<file path="src/rtl/player_op_exec_if.sv">
`timescale 1ns/1ps
`default_nettype none
// ============================================================================
// Module      : player_op_exec_if
// Description : Collision-check handshake between the player-op executor
//               (master) and the board collision checker (slave).
//                 check_req   master->slave  one-cycle request pulse
//                 check_x     master->slave  candidate column (4 bits)
//                 check_y     master->slave  candidate row (5 bits)
//                 check_rot   master->slave  candidate rotation (2 bits)
//                 check_done  slave->master  one-cycle result-valid pulse
//                 check_ok    slave->master  candidate legal, qualified by done
// Revision    : 1.0  initial release
// ============================================================================
interface player_op_exec_if;
    logic       check_req;
    logic [3:0] check_x;
    logic [4:0] check_y;
    logic [1:0] check_rot;
    logic       check_done;
    logic       check_ok;

    modport master (
        output check_req,
        output check_x,
        output check_y,
        output check_rot,
        input  check_done,
        input  check_ok
    );

    modport slave (
        input  check_req,
        input  check_x,
        input  check_y,
        input  check_rot,
        output check_done,
        output check_ok
    );
endinterface
`default_nettype wire

</file>
<file path="src/rtl/player_op_exec.sv">
`timescale 1ns/1ps
`default_nettype none
// ============================================================================
// Module      : player_op_exec
// Description : Executes the pending player operation against the active
//               piece. Moves/spins are proposed to the collision checker and
//               written back when legal; DOWN is a hard drop that repeats
//               until the checker refuses (or BOARD_H steps), then requests a
//               lock. HOLD requests a swap once per piece. Every started op
//               ends with exactly one op_executed pulse.
// Ports       : clk, reset (sync, active-low)
//               op_type[2:0], op_enable          pending op from collector
//               cur_x[3:0], cur_y[4:0], cur_rot  active piece position
//               piece_locked                     re-arms hold permission
//               chk (master)                     collision-check handshake
//               pos_we, new_x/new_y/new_rot      accepted position write
//               lock_req, hold_req, op_executed  one-cycle pulses
//               hold_valid                       hold currently permitted
// Revision    : 1.0  initial release
// ============================================================================
module player_op_exec #(
    parameter int BOARD_H = 20
) (
    input  wire logic            clk,
    input  wire logic            reset,
    input  wire logic [2:0]      op_type,
    input  wire logic            op_enable,
    input  wire logic [3:0]      cur_x,
    input  wire logic [4:0]      cur_y,
    input  wire logic [1:0]      cur_rot,
    input  wire logic            piece_locked,
    player_op_exec_if.master     chk,
    output logic                 pos_we,
    output logic [3:0]           new_x,
    output logic [4:0]           new_y,
    output logic [1:0]           new_rot,
    output logic                 lock_req,
    output logic                 hold_req,
    output logic                 op_executed,
    output logic                 hold_valid
);

    // Op encodings shared with the input collector.
    localparam logic [2:0] c_NULL_OP       = 3'd0;
    localparam logic [2:0] c_LEFT_MOVE_OP  = 3'd1;
    localparam logic [2:0] c_RIGHT_MOVE_OP = 3'd2;
    localparam logic [2:0] c_SPIN_OP       = 3'd3;
    localparam logic [2:0] c_DOWN_MOVE_OP  = 3'd4;
    localparam logic [2:0] c_HOLD_OP       = 3'd5;

    localparam int                  c_ITER_W   = $clog2(BOARD_H + 1);
    localparam logic [c_ITER_W-1:0] c_ITER_CAP = c_ITER_W'(BOARD_H);

    typedef enum logic [2:0] {
        S_IDLE   = 3'd0,
        S_ISSUE  = 3'd1,
        S_WAIT   = 3'd2,
        S_COMMIT = 3'd3,
        S_ACK    = 3'd4,
        S_GAP    = 3'd5
    } state_t;

    state_t              r_state;
    logic [2:0]          r_op;
    logic [3:0]          r_cand_x;
    logic [4:0]          r_cand_y;
    logic [1:0]          r_cand_rot;
    logic [c_ITER_W-1:0] r_iter;
    logic                r_drop_more;   // hard drop accepted a step; probe one row lower
    logic                r_check_req;
    logic                r_pos_we;
    logic [3:0]          r_new_x;
    logic [4:0]          r_new_y;
    logic [1:0]          r_new_rot;
    logic                r_lock_req;
    logic                r_hold_req;
    logic                r_op_executed;
    logic                r_hold_valid;

    // Pulse outputs are set on the edge that enters the state in which they
    // are visible, so each is high for exactly the one cycle of that state.
    always_ff @(posedge clk) begin
        if (!reset) begin
            r_state       <= S_IDLE;
            r_op          <= c_NULL_OP;
            r_cand_x      <= 4'd0;
            r_cand_y      <= 5'd0;
            r_cand_rot    <= 2'd0;
            r_iter        <= '0;
            r_drop_more   <= 1'b0;
            r_check_req   <= 1'b0;
            r_pos_we      <= 1'b0;
            r_new_x       <= 4'd0;
            r_new_y       <= 5'd0;
            r_new_rot     <= 2'd0;
            r_lock_req    <= 1'b0;
            r_hold_req    <= 1'b0;
            r_op_executed <= 1'b0;
            r_hold_valid  <= 1'b1;
        end else begin
            r_check_req   <= 1'b0;
            r_pos_we      <= 1'b0;
            r_lock_req    <= 1'b0;
            r_hold_req    <= 1'b0;
            r_op_executed <= 1'b0;

            case (r_state)
                S_IDLE: begin
                    if (op_enable && (op_type != c_NULL_OP)) begin
                        r_op        <= op_type;
                        r_cand_x    <= cur_x;
                        r_cand_y    <= cur_y;
                        r_cand_rot  <= cur_rot;
                        r_iter      <= '0;
                        r_drop_more <= 1'b0;
                        case (op_type)
                            c_LEFT_MOVE_OP: begin
                                // Column 0 cannot move left; no need to ask.
                                if (cur_x == 4'd0) begin
                                    r_state       <= S_ACK;
                                    r_op_executed <= 1'b1;
                                end else begin
                                    r_cand_x    <= cur_x - 4'd1;
                                    r_state     <= S_ISSUE;
                                    r_check_req <= 1'b1;
                                end
                            end
                            c_RIGHT_MOVE_OP: begin
                                r_cand_x    <= cur_x + 4'd1;
                                r_state     <= S_ISSUE;
                                r_check_req <= 1'b1;
                            end
                            c_SPIN_OP: begin
                                r_cand_rot  <= cur_rot + 2'd1;
                                r_state     <= S_ISSUE;
                                r_check_req <= 1'b1;
                            end
                            c_DOWN_MOVE_OP: begin
                                r_cand_y    <= cur_y + 5'd1;
                                r_state     <= S_ISSUE;
                                r_check_req <= 1'b1;
                            end
                            c_HOLD_OP: begin
                                r_state       <= S_ACK;
                                r_op_executed <= 1'b1;
                                if (r_hold_valid) begin
                                    r_hold_req   <= 1'b1;
                                    r_hold_valid <= 1'b0;
                                end
                            end
                            default: begin
                                // Unknown codes are retired so the collector never stalls.
                                r_state       <= S_ACK;
                                r_op_executed <= 1'b1;
                            end
                        endcase
                    end
                end

                S_ISSUE: begin
                    r_state <= S_WAIT;
                end

                S_WAIT: begin
                    if (chk.check_done) begin
                        r_state <= S_COMMIT;
                        if (r_op == c_DOWN_MOVE_OP) begin
                            if (chk.check_ok && (r_iter < c_ITER_CAP)) begin
                                r_pos_we    <= 1'b1;
                                r_new_x     <= r_cand_x;
                                r_new_y     <= r_cand_y;
                                r_new_rot   <= r_cand_rot;
                                r_cand_y    <= r_cand_y + 5'd1;
                                r_iter      <= r_iter + c_ITER_W'(1);
                                r_drop_more <= 1'b1;
                            end else begin
                                r_lock_req  <= 1'b1;
                                r_drop_more <= 1'b0;
                            end
                        end else if (chk.check_ok) begin
                            r_pos_we  <= 1'b1;
                            r_new_x   <= r_cand_x;
                            r_new_y   <= r_cand_y;
                            r_new_rot <= r_cand_rot;
                        end
                    end
                end

                S_COMMIT: begin
                    if (r_drop_more) begin
                        r_drop_more <= 1'b0;
                        r_state     <= S_ISSUE;
                        r_check_req <= 1'b1;
                    end else begin
                        r_state       <= S_ACK;
                        r_op_executed <= 1'b1;
                    end
                end

                S_ACK: begin
                    r_state <= S_GAP;
                end

                S_GAP: begin
                    // Lets the collector retire the op before we sample op_type again.
                    r_state <= S_IDLE;
                end

                default: begin
                    r_state <= S_IDLE;
                end
            endcase

            // A new piece re-arms hold, even if a hold fires in the same cycle.
            if (piece_locked) begin
                r_hold_valid <= 1'b1;
            end
        end
    end

    assign chk.check_req = r_check_req;
    assign chk.check_x   = r_cand_x;
    assign chk.check_y   = r_cand_y;
    assign chk.check_rot = r_cand_rot;
    assign pos_we        = r_pos_we;
    assign new_x         = r_new_x;
    assign new_y         = r_new_y;
    assign new_rot       = r_new_rot;
    assign lock_req      = r_lock_req;
    assign hold_req      = r_hold_req;
    assign op_executed   = r_op_executed;
    assign hold_valid    = r_hold_valid;

endmodule
`default_nettype wire
</file>
<file path="src/flat_wrapper.sv">
// flat-port wrapper written by rule: the top's interface ports become plain ports
module player_op_exec_flat 
#(
    parameter int BOARD_H = 20
)
  (clk, reset, op_type, op_enable, cur_x, cur_y, cur_rot, piece_locked, pos_we, new_x, new_y, new_rot, lock_req, hold_req, op_executed, hold_valid, chk_check_req, chk_check_x, chk_check_y, chk_check_rot, chk_check_done, chk_check_ok);
  player_op_exec_if chk_i ();
  input  wire logic clk;
  input  wire logic reset;
  input  wire logic [2:0] op_type;
  input  wire logic op_enable;
  input  wire logic [3:0] cur_x;
  input  wire logic [4:0] cur_y;
  input  wire logic [1:0] cur_rot;
  input  wire logic piece_locked;
  output logic pos_we;
  output logic [3:0] new_x;
  output logic [4:0] new_y;
  output logic [1:0] new_rot;
  output logic lock_req;
  output logic hold_req;
  output logic op_executed;
  output logic hold_valid;
  output wire logic [$bits(chk_i.check_req)-1:0] chk_check_req;
  output wire logic [$bits(chk_i.check_x)-1:0] chk_check_x;
  output wire logic [$bits(chk_i.check_y)-1:0] chk_check_y;
  output wire logic [$bits(chk_i.check_rot)-1:0] chk_check_rot;
  input wire logic [$bits(chk_i.check_done)-1:0] chk_check_done;
  input wire logic [$bits(chk_i.check_ok)-1:0] chk_check_ok;
  assign chk_check_req = chk_i.check_req;
  assign chk_check_x = chk_i.check_x;
  assign chk_check_y = chk_i.check_y;
  assign chk_check_rot = chk_i.check_rot;
  assign chk_i.check_done = chk_check_done;
  assign chk_i.check_ok = chk_check_ok;
  player_op_exec #(.BOARD_H(BOARD_H)) u_core (.clk(clk), .reset(reset), .op_type(op_type), .op_enable(op_enable), .cur_x(cur_x), .cur_y(cur_y), .cur_rot(cur_rot), .piece_locked(piece_locked), .chk(chk_i), .pos_we(pos_we), .new_x(new_x), .new_y(new_y), .new_rot(new_rot), .lock_req(lock_req), .hold_req(hold_req), .op_executed(op_executed), .hold_valid(hold_valid));
endmodule
</file>
<file path="config.mk">
export PLATFORM = sky130hd
export DESIGN_NAME = player_op_exec_flat
export DESIGN_NICKNAME = d
export VERILOG_FILES = /design/src/rtl/player_op_exec_if.sv /design/src/rtl/player_op_exec.sv /design/src/flat_wrapper.sv
export SDC_FILE = /design/constraint.sdc
export NUM_CORES = 1
export LEC_CHECK = 0
export CORE_UTILIZATION = 35
export CTS_CLUSTER_DIAMETER = 200
export DETAILED_ROUTE_END_ITERATION = 16
export PLACE_DENSITY = 0.62
export SYNTH_ARGS = -nofsm -noshare
export SYNTH_HDL_FRONTEND = slang
export SYNTH_SLANG_ARGS = --single-unit
</file>
<file path="constraint.sdc">
create_clock -name clk -period 2.1 [get_ports clk]
set_input_delay 0.525 -clock clk [delete_from_list [all_inputs] [get_ports clk]]
set_output_delay 0.525 -clock clk [all_outputs]
set_load 0.1 [all_outputs]
</file>
==> impl_results.md <==
- Worst-path clk slew: 80 ps
- All-Layer GR Usage: 18.1%
- Die Y-Extent: 78.6 um
- Share of layout cells above drive strength 1: 26.6%
- Post-synthesis async set-or-reset flop share: 0%
- Final setup fails: 0
- Post-CTS Setup Bufs: 0
- Total of max-cap violations: 0
- Mux cell area share after synthesis: 7.43%
- RePlAce Congestion: 0.829
- Layout Skew: 3.67 ps
- Post-synthesis sequential area ratio: 39.0%
- Via-to-Cell Ratio: 5.17
- CTS HTree Levels: 2
- Remaining DRCs: 0
- First-pass GRT wire length: 9.03 mm
- I/O Buffers: 47
- Area Growth Syn to Fin: 43.7%
- Slowest stage cell, crit path: o31ai_2
- Setup ws final: 101 ps
- Simple-gate portion of the synthesized area: 21.4%
- Std-Cell Core Area: 5570 um^2
- Cell with the most instances after synthesis: dfxtp_1
- Final TNS setup: 0 ps
- Largest family of logic cells by synthesized area: compound AO/OA/AOI/OAI gates
- Synth area leader: dfxtp_1
- Final hold viol count: 0
- Synth Warn #: 0
- Reg2Reg Setup Slack: 320 ps
- Total number of vias: 2,006
- GRT met2 Usage: 28.4%
- Vias in the first global route: 1,917
- Fin area: 2950 um^2
- CP Capture Type: register
- Fin crit share: 95.2%
- #FFs+latches synth: 40
- Synthesized instance count: 240
- Top cells by area, synth: dfxtp_1 (39%), mux2i_1 (6.3%), o21ai_0 (3.9%)
- Cell Pwr Density: 929 nW/um^2
- Hold Crit Start: u_core.r_iter[4]$_SDFFE_PN0P_
- Primary FF master, synth: dfxtp_1
- Worst slew pin tran: 538 ps
- CTS Buffer Depth: 2
- Avg Cell Area, Syn: 8.56 um^2
- Top cells by count, synth: dfxtp_1 (40), nor2_1 (20), nand2_1 (19)
- Final nets: 340
- Outcome: completed
- Placed inst area: 2830 um^2
- Crit path launch type: input port
- LEAKAGE: 1.25 nW
- FP Rows: 27
- CTS Hold Bufs: 0
- DRT Pass-1 Iters: 4
- Total Wirelength: 5.22 mm
- Antenna-violating nets left: 0
- VDD IR max: 488 uV
- DP HPWL: 3.93 mm
- RR Startpoint: u_core.r_state[2]$_SDFFE_PN0P_
- GRT met1 Usage: 25.4%
- Die W: 78.6 um
- GR Util met3: 2.79%
- Tmin final: 2000 ps
- Netlist cell types: 53
- FMAX: 0.500 GHz
- Worst Path Arrival: 2180 ps
- WL/cell: 13.4 um
- Root Buffer: clkbuf_8
- Worst slack, placed: -265 ps
- Post-Synth XOR/XNOR Area: 2.13%
- Critical Path RT: 2280 ps
- WS Path Type: input port to register
- Max-slew violation count: 0
- Slowest cell delay on critical path: 470 ps
- Largest net degree at the start of global routing: 21
- Post-synth EDFFs: 0
- CTS tree: yes
- GR peak layer: met2
- Die ar.: 6180 um^2
- Initial Util: 36.9%
- Net count after synthesis: 265
- CTS Buf Count: 5
- Syn Std Cell Area: 2050 um^2
- Initial antenna violation count: 0
- Clock sink count: 40
- First DRT Iteration DRCs: 61
- RSZ-0062 raised after global routing: no
- Crit path cell chain: clkdlybuf4s50_1, o31ai_2, nor4_2, buf_4, o21ai_1, mux2_2
- # diodes: 0
- Share of the synthesized area in the top cell type: 39.0%
- Hold crit path type: register to register
- Slew HR: 63.9%
- Synth Area in Adders: 3.05%
- Compound-Gate Fraction of Synth Area: 22.5%
- I/O pin total: 48
- Gr ovfl total: 0
- Critical path origin: op_type[2]
- Clock latency on the worst-skew pair: 290 ps
- Critical-path maximum fanout: 4
[cells by family (layout without fill, tap and decap cells)]
family                   Yosys count  in the layout
flip-flops                        40             40
buffers and inverters             23             99
adder cells (fa/ha/maj)            5              5
XOR/XNOR                           5              5
AO/OA/AOI/OAI                     70             70
AND/OR/NAND/NOR                   82             82
multiplexers                      15             15
[cell type report]
cell class	count	area (um^2)
flip-flops and latches	40	801
well taps	72	90.1
fillers	543	2620
clock buffers	5	68.8
clock inverters	3	42.5
repair buffers	84	753
multi-input cells	177	1170
inverters	7	26.3
[power breakdown]
| group | leakage (nW) | switching (mW) | internal, mW |
|---|---|---|---|
| Sequential | 0.325 | 0.122 | 0.844 |
| Combinational | 0.871 | 0.740 | 0.411 |
| Clock | 0.0541 | 0.272 | 0.352 |
[metal layers]
layer | vias to the layer above | share of wire, %
li1 | 1029 | -
met1 | 931 | 49
met2 | 39 | 46
met3 | 7 | 2.7
met4 | 0 | 1.3
met5 | - | 0
[final timing paths]
check                                  end  depth (start not counted)
max          u_core.r_iter[2]$_SDFFE_PN0P_                          6
min          u_core.r_iter[4]$_SDFFE_PN0P_                          2
max reg2reg  u_core.r_iter[2]$_SDFFE_PN0P_                          4
min reg2reg  u_core.r_iter[4]$_SDFFE_PN0P_                          2
[flip-flops by register name (all words and copies together) (netlist names), 2 cells and up]
register and count:
u_core.new_y 5, u_core.new_rot 2, u_core.chk.check_x 4, u_core.chk.check_y 5
u_core.r_state 3, u_core.chk.check_rot 2, u_core.r_iter 5, u_core.new_x 4
u_core.r_op 3
[layout by cell type (no fill, tap or decap), drive strengths merged, types with 3 or more instances in the layout]
cell type,instances
o21a,3
a22oi,5
dfxtp,40
or3b,3
xor2,4
o211ai,5
mux2i,13
a211oi,3
nand3,11
o21ai,18
nor3,6
buf,65
a31oi,4
nor3b,3
nand2,19
inv,7
nor2b,3
a21oi,12
clkbuf,5
o22ai,6
clkdlybuf4s50,19
nor2,20
nand3b,3
ha,5
[stage by stage]
| step | total power, mW | util [%] | hold slack [ps] | std cells |
|---|---|---|---|---|
| after floorplan | 1.74 | - | 424 | 240 |
| after detailed placement | 2.13 | 50.8 | 442 | 380 |
| final | 2.74 | 53.0 | 450 | 388 |
| after global routing | 2.89 | 53.0 | 473 | 388 |
| after CTS | 2.76 | 52.8 | 454 | 388 |
| after global placement | 2.13 | 50.8 | 431 | 380 |
[critical path: cells and delay by family]
kind / cells / cell delay (ps)
compound gates: 2 / 640
buf+inv: 2 / 610
mux: 1 / 350
simple gates: 1 / 60
[what timing repair did]
item                       CTS  global route
hold endpoints to repair     0             0
setup endpoints to repair    0             2
gates resized for setup      0             2
Note: power is estimated with default switching activity, not from simulation.
